===== config.mk =====
export PLATFORM = sky130hd
export DESIGN_NAME = dsha_result_filter
export DESIGN_NICKNAME = d
export VERILOG_FILES = /design/src/rtl/dsha_result_filter.sv
export SDC_FILE = /design/constraint.sdc
export NUM_CORES = 1
export LEC_CHECK = 0
export ABC_AREA = 1
export CORE_MARGIN = 3
export CORE_UTILIZATION = 52
export CTS_CLUSTER_DIAMETER = 60
export DETAILED_ROUTE_END_ITERATION = 16
export PLACE_DENSITY = 0.88
export RECOVER_POWER = 100
export SETUP_SLACK_MARGIN = 0.02
export SYNTH_ARGS = -nofsm -noshare
export SYNTH_HDL_FRONTEND = slang
export SYNTH_SLANG_ARGS = --single-unit

===== constraint.sdc =====
create_clock -name clk -period 7.8 [get_ports clk]
set_input_delay 1.56 -clock clk [delete_from_list [all_inputs] [get_ports clk]]
set_output_delay 1.56 -clock clk [all_outputs]
set_load 0.005 [all_outputs]

===== src/rtl/dsha_result_filter.sv =====
// Hit filter behind the double-SHA256 finisher: compares each hash with a target and queues winning nonces.
// Optional DSHA_HASHCNT_EN adds a free-running hash_count output.
module dsha_result_filter #(
    parameter int FIFO_DEPTH = 8
) (
    input  logic         clk,
    input  logic         reset,
    input  logic         hash_valid,
    input  logic [255:0] hash_in,
    input  logic [31:0]  nonce_in,
    input  logic [255:0] target_in,
    input  logic         target_load,
    output logic         res_valid,
    output logic [31:0]  res_nonce,
    input  logic         res_ready,
    output logic         overflow
`ifdef DSHA_HASHCNT_EN
    ,
    output logic [31:0]  hash_count
`endif
);

    localparam int AW     = (FIFO_DEPTH > 1) ? $clog2(FIFO_DEPTH) : 1;
    localparam int STAGES = 1;

    generate
        if (FIFO_DEPTH < 2 || FIFO_DEPTH > 64 || (FIFO_DEPTH & (FIFO_DEPTH - 1)) != 0) begin : g_bad_depth
            $error("FIFO_DEPTH must be a power of two in 2..64");
        end
    endgenerate

    logic [255:0]     target;
    logic [STAGES:0]  vld_pipe;
    logic [31:0]      s1_nonce;
    logic             s1_hi_lt;
    logic             s1_hi_eq;
    logic             s1_lo_le;

    logic [31:0]      mem [FIFO_DEPTH];
    logic [AW-1:0]    wr_ptr;
    logic [AW-1:0]    rd_ptr;
    logic [AW:0]      count;

    logic             hit;
    logic             push;
    logic             pop;
    logic             full;
    logic             accept;

    always_ff @(posedge clk) begin
        if (reset)
            target <= '1;
        else if (target_load)
            target <= target_in;
    end

    // The 256-bit compare is split into two 128-bit halves so the critical
    // path is one 128-bit comparator per stage rather than a full-width one.
    assign vld_pipe[0] = hash_valid;

    always_ff @(posedge clk) begin
        if (reset)
            vld_pipe[STAGES:1] <= '0;
        else
            vld_pipe[STAGES:1] <= vld_pipe[STAGES-1:0];
    end

    always_ff @(posedge clk) begin
        if (hash_valid) begin
            s1_nonce <= nonce_in;
            s1_hi_lt <= hash_in[255:128] <  target[255:128];
            s1_hi_eq <= hash_in[255:128] == target[255:128];
            s1_lo_le <= hash_in[127:0]   <= target[127:0];
        end
    end

    assign hit    = vld_pipe[1] & (s1_hi_lt | (s1_hi_eq & s1_lo_le));
    assign push   = hit;
    assign pop    = res_valid & res_ready;
    assign full   = (count == (AW+1)'(FIFO_DEPTH));
    // A pop in the same cycle frees the slot, so a full FIFO still accepts.
    assign accept = push & (~full | pop);

    always_ff @(posedge clk) begin
        if (accept)
            mem[wr_ptr] <= s1_nonce;
    end

    always_ff @(posedge clk) begin
        if (reset) begin
            wr_ptr   <= '0;
            rd_ptr   <= '0;
            count    <= '0;
            overflow <= 1'b0;
        end else begin
            if (accept)
                wr_ptr <= wr_ptr + AW'(1);
            if (pop)
                rd_ptr <= rd_ptr + AW'(1);
            case ({accept, pop})
                2'b10:   count <= count + (AW+1)'(1);
                2'b01:   count <= count - (AW+1)'(1);
                default: count <= count;
            endcase
            if (push && !accept)
                overflow <= 1'b1;
        end
    end

    assign res_valid = (count != '0);
    assign res_nonce = mem[rd_ptr];

`ifdef DSHA_HASHCNT_EN
    logic [31:0] hash_cnt;

    always_ff @(posedge clk) begin
        if (reset)
            hash_cnt <= '0;
        else if (hash_valid)
            hash_cnt <= hash_cnt + 32'd1;
    end

    assign hash_count = hash_cnt;
`endif

endmodule


==> results of run 1 <==
synthesized netlist by cell type (all sizes together):
library cell  instances
a21o                  5
a21oi               386
a31oi                35
and3                  1
buf                  73
clkbuf               61
dfxtp               271
edfxtp              291
fa                    1
ha                  260
inv                 317
nand2               238
nand3                28
nand4                22
nor2                303
nor3                 19
nor3b                 1
nor4                  6
o21a                 10
o21ai               422
o21bai                6
o22ai                32
xor2                  1
final cells by class:
cell class / count / area, µm² / area share
Timing Repair Buffer: 597 / 5909 / 0.1712
Inverter: 317 / 1190 / 0.03447
Clock buffer: 76 / 1620 / 0.04694
Multi-Input combinational cell: 1776 / 10410 / 0.3015
Tap cell: 672 / 840.8 / 0.02436
Clock inverter: 33 / 344.1 / 0.009967
Sequential cell: 562 / 14160 / 0.4103
Antenna cell: 17 / 42.54 / 0.001232
worst max-delay path: cells and delay by family (launching register included):
kind	cells	cell delay (ns)
simple gates	1	0.06
compound gates	3	0.96
buf+inv	2	2.13
flops	1	1.21
registers in the layout (all words and copies together) (netlist names), 3 cells and up, named ones only:
register  cells
count         4
mem         256
rd_ptr        3
s1_nonce     32
target      256
wr_ptr        3
where the power goes:
part	internal [mW]	leakage (nW)	switching (mW)
sequential	3.27	4.91	0.0902
combinational	0.787	9.33	0.930
clock	1.61	0.970	1.20
per-layer routing:
metal	wire, µm	global-route usage	up-vias	part of all wire
li1	-	-	10710	-
met3	6225	0.06207	203	0.080
met1	29640	0.3306	10250	0.38
met5	46	0	-	0.00059
met2	38310	0.4875	934	0.49
met4	3430	0.1183	8	0.044
cell families after synthesis:
| family | share of synthesized area |
|---|---|
| adder cells (fa/ha/maj) | 0.1235 |
| AO/OA/AOI/OAI | 0.1745 |
| buffers and inverters | 0.07276 |
| flip-flops | 0.5345 |
| XOR/XNOR | 0.0003306 |
| AND/OR/NAND/NOR | 0.09434 |
final timing paths:
| path | startpoint | endpoint | slack (ns) | depth (start not counted) |
|---|---|---|---|---|
| setup / recovery | flop | res_nonce[8] | 1.26 | 6 |
| hold / removal | target[21]$_SDFFE_PP1P_ | target[21]$_SDFFE_PP1P_ | 0.46 | 2 |
| setup reg to reg | s1_lo_le$_DFFE_PP_ | mem[5][6]$_DFFE_PP_ | 4.09 | 8 |
| hold reg to reg | target[21]$_SDFFE_PP1P_ | target[21]$_SDFFE_PP1P_ | 0.46 | 2 |
==> run metrics, run 1 <==
number of post-CTS setup repair buffers=0; Mapped Area=approximately 0.026 mm²; CP peak stage delay=around 1.5 ns; crit start category=flop; core area=0.05027 mm²; crit-path cells=clkbuf_2 > o21ai_0 > o22ai_1 > nor2_1 > a31oi_1 > dlygate4sd3_1; count of hold-fix buffers inserted at cts=0; Syn Nets=roughly 3600; GPL Wtd Cong=0.9176; port bufs=a little under 600; TritonCTS Sinks=~560; Inst Count DP=3924; area leader, netlist=edfxtp_1; Non-Filler Instances=approximately 4100; Finished Core Util=0.6867; TritonCTS clock tree=done; overall routed net length=approximately 78 mm; total power=just under 8 mW; Mean Syn Cell Area=roughly 9.5 µm²; Leak=15.21 nW; Final Hold Vio Count=0; critical path's slowest cell=clkbuf_2; top cell type's share of synthesized area=0.3298; fin crit share=0.8379; PnR worst setup slack=1.264 ns; vias in the first global route=around 21000; Nets=just over 4000; DR pass1 iterations=7; register area share after synthesis=0.5345; via count of the routed design=22110; die area=roughly 0.054 mm²; Starting Density=0.5271; setup TNS=0 ns; layout cells sized above 1=0.03630; Hold WC Path Type=reg2reg; DR WL/cell=19.17 µm; outcome=finished, violations left; Cells after Synth=~2800; top post-synthesis cells by area=edfxtp_1 (33%), dfxtp_1 (20%), ha_1 (12%); DP Area=about 0.033 mm²; Initial DRC Count=approximately 1700; commonest cells after routing, fill and taps aside=clkdlybuf4s50_1 (523), o21ai_0 (419), a21oi_1 (386); Via density=about 5.5; clk_skew=0.03843 ns; Critical Path Fanout Max=between 90 and 100; CP required=6.24 ns; clk_lat worst skew=about 0.63 ns; antenna violations before repair=21; yosys warns=0; num ports=between 500 and 600; area delta synth->final=30.28%; Clock Tree Root=clkbuf_16; H-tree Lvls=2; first-pass GRT wire length=around 120 mm; # fillers=3508; P per Cell Area=about 230 mW/mm²; hpwl dp=approximately 54 mm; CTS Buf Count=between 50 and 60; hold slack=0.4631 ns; drt drc=0; grt ovf=0; nature of the critical path endpoint=output pin; Max Transition Viols Final=between 600 and 700; Clock Tree Buf Depth=3; Post-Place Setup Slack=a little over 3 ns; #FFs+latches synth=around 560; VDD IR max=around 0.19 mV; leading cell type in the layout, fill and taps excluded=clkdlybuf4s50_1; failing checks=max-capacitance violations, max-slew violations; f_max=between 0.15 and 0.2 GHz; Finished Cell Area=roughly 0.035 mm²; MaxCap Viol Count=12; Post-DRT Antenna Nets=0; GRT Util Overall=0.2787; Least-Margin Pin Slew=around 5.3 ns; post-layout min period=approximately 6.5 ns; Arr. time, crit path=about 5.0 ns; unrepaired setup endpoints after global routing=false; Clock transition at path regs=~0.06 ns; Slew headroom=-2.566; Row Count=82; CP Class=reg2out; largest net degree at the start of global routing=~270; post-CTS sizing=0; Yosys cell types=36; Die Height=231.7 µm; endpoints failing setup=0; die extent in x=~230 µm
Power figures use the tool's default switching activity.
==> run 2, diff against run 1 <==
--- a/config.mk
+++ b/config.mk
@@ -7,10 +7,10 @@
 export LEC_CHECK = 0
 export ABC_AREA = 1
 export CORE_MARGIN = 3
-export CORE_UTILIZATION = 52
+export CORE_UTILIZATION = 46
 export CTS_CLUSTER_DIAMETER = 60
 export DETAILED_ROUTE_END_ITERATION = 16
-export PLACE_DENSITY = 0.88
+export PLACE_DENSITY = 0.83
 export RECOVER_POWER = 100
 export SETUP_SLACK_MARGIN = 0.02
 export SYNTH_ARGS = -nofsm -noshare
==> constraint.sdc (replaced) <==
create_clock -name clk -period 5.5 [get_ports clk]
set_input_delay 1.1 -clock clk [delete_from_list [all_inputs] [get_ports clk]]
set_output_delay 1.1 -clock clk [all_outputs]
set_load 0.005 [all_outputs]
==> run 2 against run 1 <==
Against the previous run: the run still ends with max-capacitance violations, max-slew violations left; register-to-register slack lost 2.5 ns; total power increased by 43%; final cell count up 2.3%; hold slack got worse by 0.0024 ns; largest cell class unchanged.
==> run metrics, run 2 (synthesis results as in run 1) <==
Arr. time, crit path=roughly 3.8 ns; Worst Hold Launch=target[122]$_SDFFE_PP1P_; CP required=about 4.4 ns; unrepaired setup endpoints after global routing=false; num ports=583; die area=a little over 0.06 mm²; Non-Filler Instances=4145; crit-path cells=buf_4 > o21ai_0 > o22ai_1 > nor2_1 > a31oi_1 > dlygate4sd3_1; Via density=between 5 and 6; Nets=about 4100; setup TNS=0 ns; Row Count=87; register area=approximately 0.014 mm²; leading cell type in the layout, fill and taps excluded=clkdlybuf4s50_1; Least-Margin Pin Slew=approximately 2.9 ns; Clock Tree Root=clkbuf_16; FF-to-FF End=mem[7][28]$_DFFE_PP_; CP peak stage delay=around 0.88 ns; DR WL/cell=between 15 and 20 µm; Die Height=approximately 250 µm; delay-heaviest family, CP=buffers and inverters; clock share of power=0.366; overall routed net length=78.47 mm; post-layout min period=between 4 and 5 ns; layout cells sized above 1=0.03800; drt drc=0; count of hold-fix buffers inserted at cts=0; Max Transition Viols Final=about 400; TritonCTS clock tree=done; number of post-CTS setup repair buffers=0; H-tree Lvls=2; clk_lat worst skew=0.65 ns; Starting Density=0.4672; vias in the first global route=approximately 21000; Leak=~15 nW; Flop pwr share=0.422; CP Class=reg2out; endpoints failing setup=0; nature of the critical path endpoint=output pin; Worst Reg-to-Reg Cells=8; die extent in x=246.0 µm; f_max=0.2027 GHz; commonest cells after routing, fill and taps aside=clkdlybuf4s50_1 (516), o21ai_0 (419), a21oi_1 (386); grt ovf=0; crit start category=flop; buffers and inverters on the worst path=2; R2R Setup Slk=about 1.6 ns; GPL Wtd Cong=0.9188; Gate power share=0.212; fin crit share=0.8971; CTS Buf Count=60; TritonCTS Sinks=approximately 560; MaxCap Viol Count=7; core area=around 0.057 mm²; clk_skew=~0.07 ns; largest net degree at the start of global routing=176; antenna violations before repair=26; Final Hold Vio Count=0; post-CTS sizing=0; GRT Util Overall=0.2512; Critical Path Fanout Max=between 80 and 90; Sw Pwr=approximately 3.2 mW; Min-Delay Path Depth=2; Hold EP=target[122]$_SDFFE_PP1P_; Clock transition at path regs=0.06 ns; P per Cell Area=between 300 and 400 mW/mm²; largest registers=mem: 256 flops, target: 256 flops, s1_nonce: 32 flops; first-pass GRT wire length=117.6 mm; VDD IR max=0.2960 mV; switching share of total power=0.2832; via count of the routed design=21840; area delta synth->final=31.24%; Post-DRT Antenna Nets=0; failing checks=max-capacitance violations, max-slew violations; Hold WC Path Type=reg2reg; Initial DRC Count=1510; reg2reg start=s1_lo_le$_DFFE_PP_; DR pass1 iterations=7; internal power=between 8 and 9 mW; multi-input combinational cell area=a little over 0.01 mm²; # fillers=between 4000 and 5000; port bufs=582; outcome=finished, violations left; hpwl dp=57.03 mm; Slew headroom=-0.9060; critical path's slowest cell=dfxtp_2; Clock Tree Buf Depth=3; Inst Count DP=about 4000
## run 2: layout make-up
cell class	instances	area share
Multi-Input combinational cell	1776	0.2990
Sequential cell	562	0.4074
Inverter	317	0.03422
Clock buffer	68	0.04519
Antenna cell	21	0.001511
Tap cell	756	0.02720
Timing Repair Buffer	603	0.1714
Clock inverter	42	0.01403
## run 2: power by group through the flow
stage	Combinational (mW)	Clock [mW]	Sequential, mW
after global routing	2.68	4.39	4.79
after global placement	2.33	0	4.84
after CTS	2.45	4.22	4.77
after detailed placement	2.43	0	4.86
final	2.40	4.15	4.77
after floorplan	1.39	0	4.79
## run 2: stage by stage
stage | hold slack, ns | power (mW) | worst slack (ns) | utilization | area, µm²
3_5_place_dp | 0.4567 | 7.281 | 1.505 | 0.5782 | 32790
4_1_cts | 0.4658 | 11.43 | 0.8055 | 0.6145 | 34850
5_1_grt | 0.4803 | 11.86 | 0.3353 | 0.6130 | 34770
6_report | 0.4608 | 11.31 | 0.5658 | 0.6132 | 34770
3_3_place_gp | 0.4499 | 7.171 | 1.665 | 0.5782 | 32790
2_1_floorplan | 0.4329 | 6.176 | 2.129 | - | 26500
## run 2: how the worst max path moves through the flow
stage          cells after the start                   to  slack [ns]
3_5_place_dp                       7        res_nonce[21]        1.51
5_1_grt                            6         res_nonce[8]        0.34
2_1_floorplan                      6  mem[1][0]$_DFFE_PP_        2.13
3_3_place_gp                       7        res_nonce[13]        1.67
6_report                           6         res_nonce[5]        0.57
4_1_cts                            7        res_nonce[21]        0.81
## run 2: routing by layer
metal	part of all wire	GRT usage	vias to the layer above
li1	-	-	10740
met1	0.38	0.2943	10120
met2	0.50	0.4379	793
met3	0.077	0.05790	176
met4	0.042	0.1134	10
met5	0.00073	0	-
## run 2: worst reg2reg max path, delay by kind of cell, from the launching register on
kind,cells,cell delay (ns)
buffers and inverters,3,1.48
AND/OR/NAND/NOR,4,1.55
flip-flops,1,0.39
AO/OA/AOI/OAI,1,0.15
==> run 3, diff against run 2 <==
--- a/config.mk
+++ b/config.mk
@@ -13,6 +13,7 @@
 export PLACE_DENSITY = 0.83
 export RECOVER_POWER = 100
 export SETUP_SLACK_MARGIN = 0.02
+export SLEW_MARGIN = 20
 export SYNTH_ARGS = -nofsm -noshare
 export SYNTH_HDL_FRONTEND = slang
 export SYNTH_SLANG_ARGS = --single-unit
==> run 3 against run 2 <==
Against the previous run: the run still ends with max-capacitance violations, max-slew violations left; first-iteration DRC count shrank 2.9%; flip-flop and latch count is the same; global-route usage is the same; utilization is essentially flat; sequential power is essentially flat; setup slack gained 0.0032 ns; clock power is essentially flat; clock skew is essentially flat; largest power group unchanged.
==> run metrics, run 3 (synthesis results as in run 1) <==
Slew headroom=-0.8966; fin crit share=0.8965; CP peak stage delay=between 0.8 and 0.9 ns; Worst Reg-to-Reg Cells=8; Nets=between 4000 and 5000; hpwl dp=between 50 and 60 mm; CP Class=reg2out; reg2reg start=s1_lo_le$_DFFE_PP_; setup TNS=0 ns; DR pass1 iterations=5; grt ovf=0; post-layout min period=4.931 ns; Post-Place Setup Slack=roughly 1.5 ns; CTS Buf Count=60; VDD IR max=approximately 0.3 mV; failing checks=max-capacitance violations, max-slew violations; vias in the first global route=21360; overall routed net length=78.43 mm; GRT Util Overall=0.2512; Hold WC Path Type=reg2reg; clk_skew=around 0.071 ns; P per Cell Area=around 330 mW/mm²; register area=between 0.01 and 0.015 mm²; Critical Path Fanout Max=between 80 and 90; PnR worst setup slack=approximately 0.57 ns; critical path's slowest cell=dfxtp_2; num ports=a little under 600; outcome=finished, violations left; Via density=5.270; Clock transition at path regs=about 0.06 ns; Leak=between 15 and 20 nW; count of hold-fix buffers inserted at cts=0; die extent in x=approximately 250 µm; Initial DRC Count=1466; Clock Tree Buf Depth=3; endpoints failing setup=0; die area=between 0.06 and 0.07 mm²; Starting Density=0.4672; Worst Hold Launch=target[73]$_SDFFE_PP1P_; DR WL/cell=18.92 µm; post-CTS sizing=0; crit start category=flop; R2R Setup Slk=~1.6 ns; number of post-CTS setup repair buffers=0; TritonCTS clock tree=done; commonest cells after routing, fill and taps aside=clkdlybuf4s50_1 (516), o21ai_0 (419), a21oi_1 (386); area delta synth->final=31.24%; H-tree Lvls=2; TritonCTS Sinks=562; clk_lat worst skew=roughly 0.65 ns; port bufs=approximately 580; Clock Tree Root=clkbuf_16; via count of the routed design=roughly 22000; crit-path cells=buf_4 > o21ai_0 > o22ai_1 > nor2_1 > a31oi_1 > dlygate4sd3_1; Final Hold Vio Count=0; unrepaired setup endpoints after global routing=false; Arr. time, crit path=between 3 and 4 ns; CP required=between 4 and 5 ns; first-pass GRT wire length=roughly 120 mm; largest net degree at the start of global routing=176; largest registers=mem: 256 flops, target: 256 flops, s1_nonce: 32 flops; multi-input combinational cell area=just over 0.01 mm²; nature of the critical path endpoint=output pin; # fillers=approximately 4500; drt drc=0; Hold EP=target[73]$_SDFFE_PP1P_; core area=0.05671 mm²; GPL Wtd Cong=0.9188; Die Height=around 250 µm; Post-DRT Antenna Nets=0; Least-Margin Pin Slew=roughly 2.8 ns; Min-Delay Path Depth=2; leading cell type in the layout, fill and taps excluded=clkdlybuf4s50_1; layout cells sized above 1=0.03800; Row Count=between 80 and 90; FF-to-FF End=mem[7][28]$_DFFE_PP_; f_max=0.2028 GHz; MaxCap Viol Count=7; Max Transition Viols Final=399; antenna violations before repair=26
-- run 3: changes by cell type in the layout (fill, tap and decap cells not counted), sizes merged --
cell / previous run / this run
clkinv: 19 / 20
inv: 321 / 320
-- run 3: through the flow --
stage | hold slack (ns) | area [µm²] | power (mW) | utilization | instances
after floorplan | 0.4329 | 26500 | 6.176 | - | 2789
after global placement | 0.4499 | 32790 | 7.171 | 0.5782 | 4014
after detailed placement | 0.4567 | 32790 | 7.281 | 0.5782 | 4014
after CTS | 0.4658 | 34850 | 11.43 | 0.6145 | 4124
after global routing | 0.4803 | 34770 | 11.86 | 0.6131 | 4142
final | 0.4613 | 34780 | 11.31 | 0.6132 | 4145
-- run 3: critical path, delay by kind of cell (launching register included) --
kind	cells	cell delay, ns
buffers and inverters	2	1.39
AOI/OAI and AO/OA	3	0.79
DFF	1	0.87
and+or+nand+nor	1	0.06
-- run 3: how the worst max path moves through the flow --
stage | slack, ns | start | end | cells after the start
2_1_floorplan | 2.13 | res_ready | mem[1][0]$_DFFE_PP_ | 6
3_3_place_gp | 1.67 | flop | res_nonce[13] | 7
3_5_place_dp | 1.51 | flop | res_nonce[21] | 7
4_1_cts | 0.81 | flop | res_nonce[21] | 7
5_1_grt | 0.34 | flop | res_nonce[8] | 6
6_report | 0.57 | flop | res_nonce[5] | 6
-- run 3: per-layer routing --
metal,global-route usage,up-vias,share of wire
li1,-,10740,-
met1,0.2943,10120,0.38
met2,0.4379,802,0.50
met3,0.05790,172,0.079
met4,0.1134,10,0.041
met5,0,-,0.00073
-- run 3: where the power goes --
group | switching (mW) | internal (mW)
clock network | 1.78 | 2.37
registers | 0.132 | 4.64
logic | 1.29 | 1.11
-- run 3: cell type report --
cell class | count | share of cell area
Sequential cell | 562 | 0.4074
Timing Repair Buffer | 603 | 0.1714
Antenna cell | 21 | 0.001511
Inverter | 317 | 0.03425
Tap cell | 756 | 0.02720
Clock buffer | 68 | 0.04519
Clock inverter | 42 | 0.01403
Multi-Input combinational cell | 1776 | 0.2990
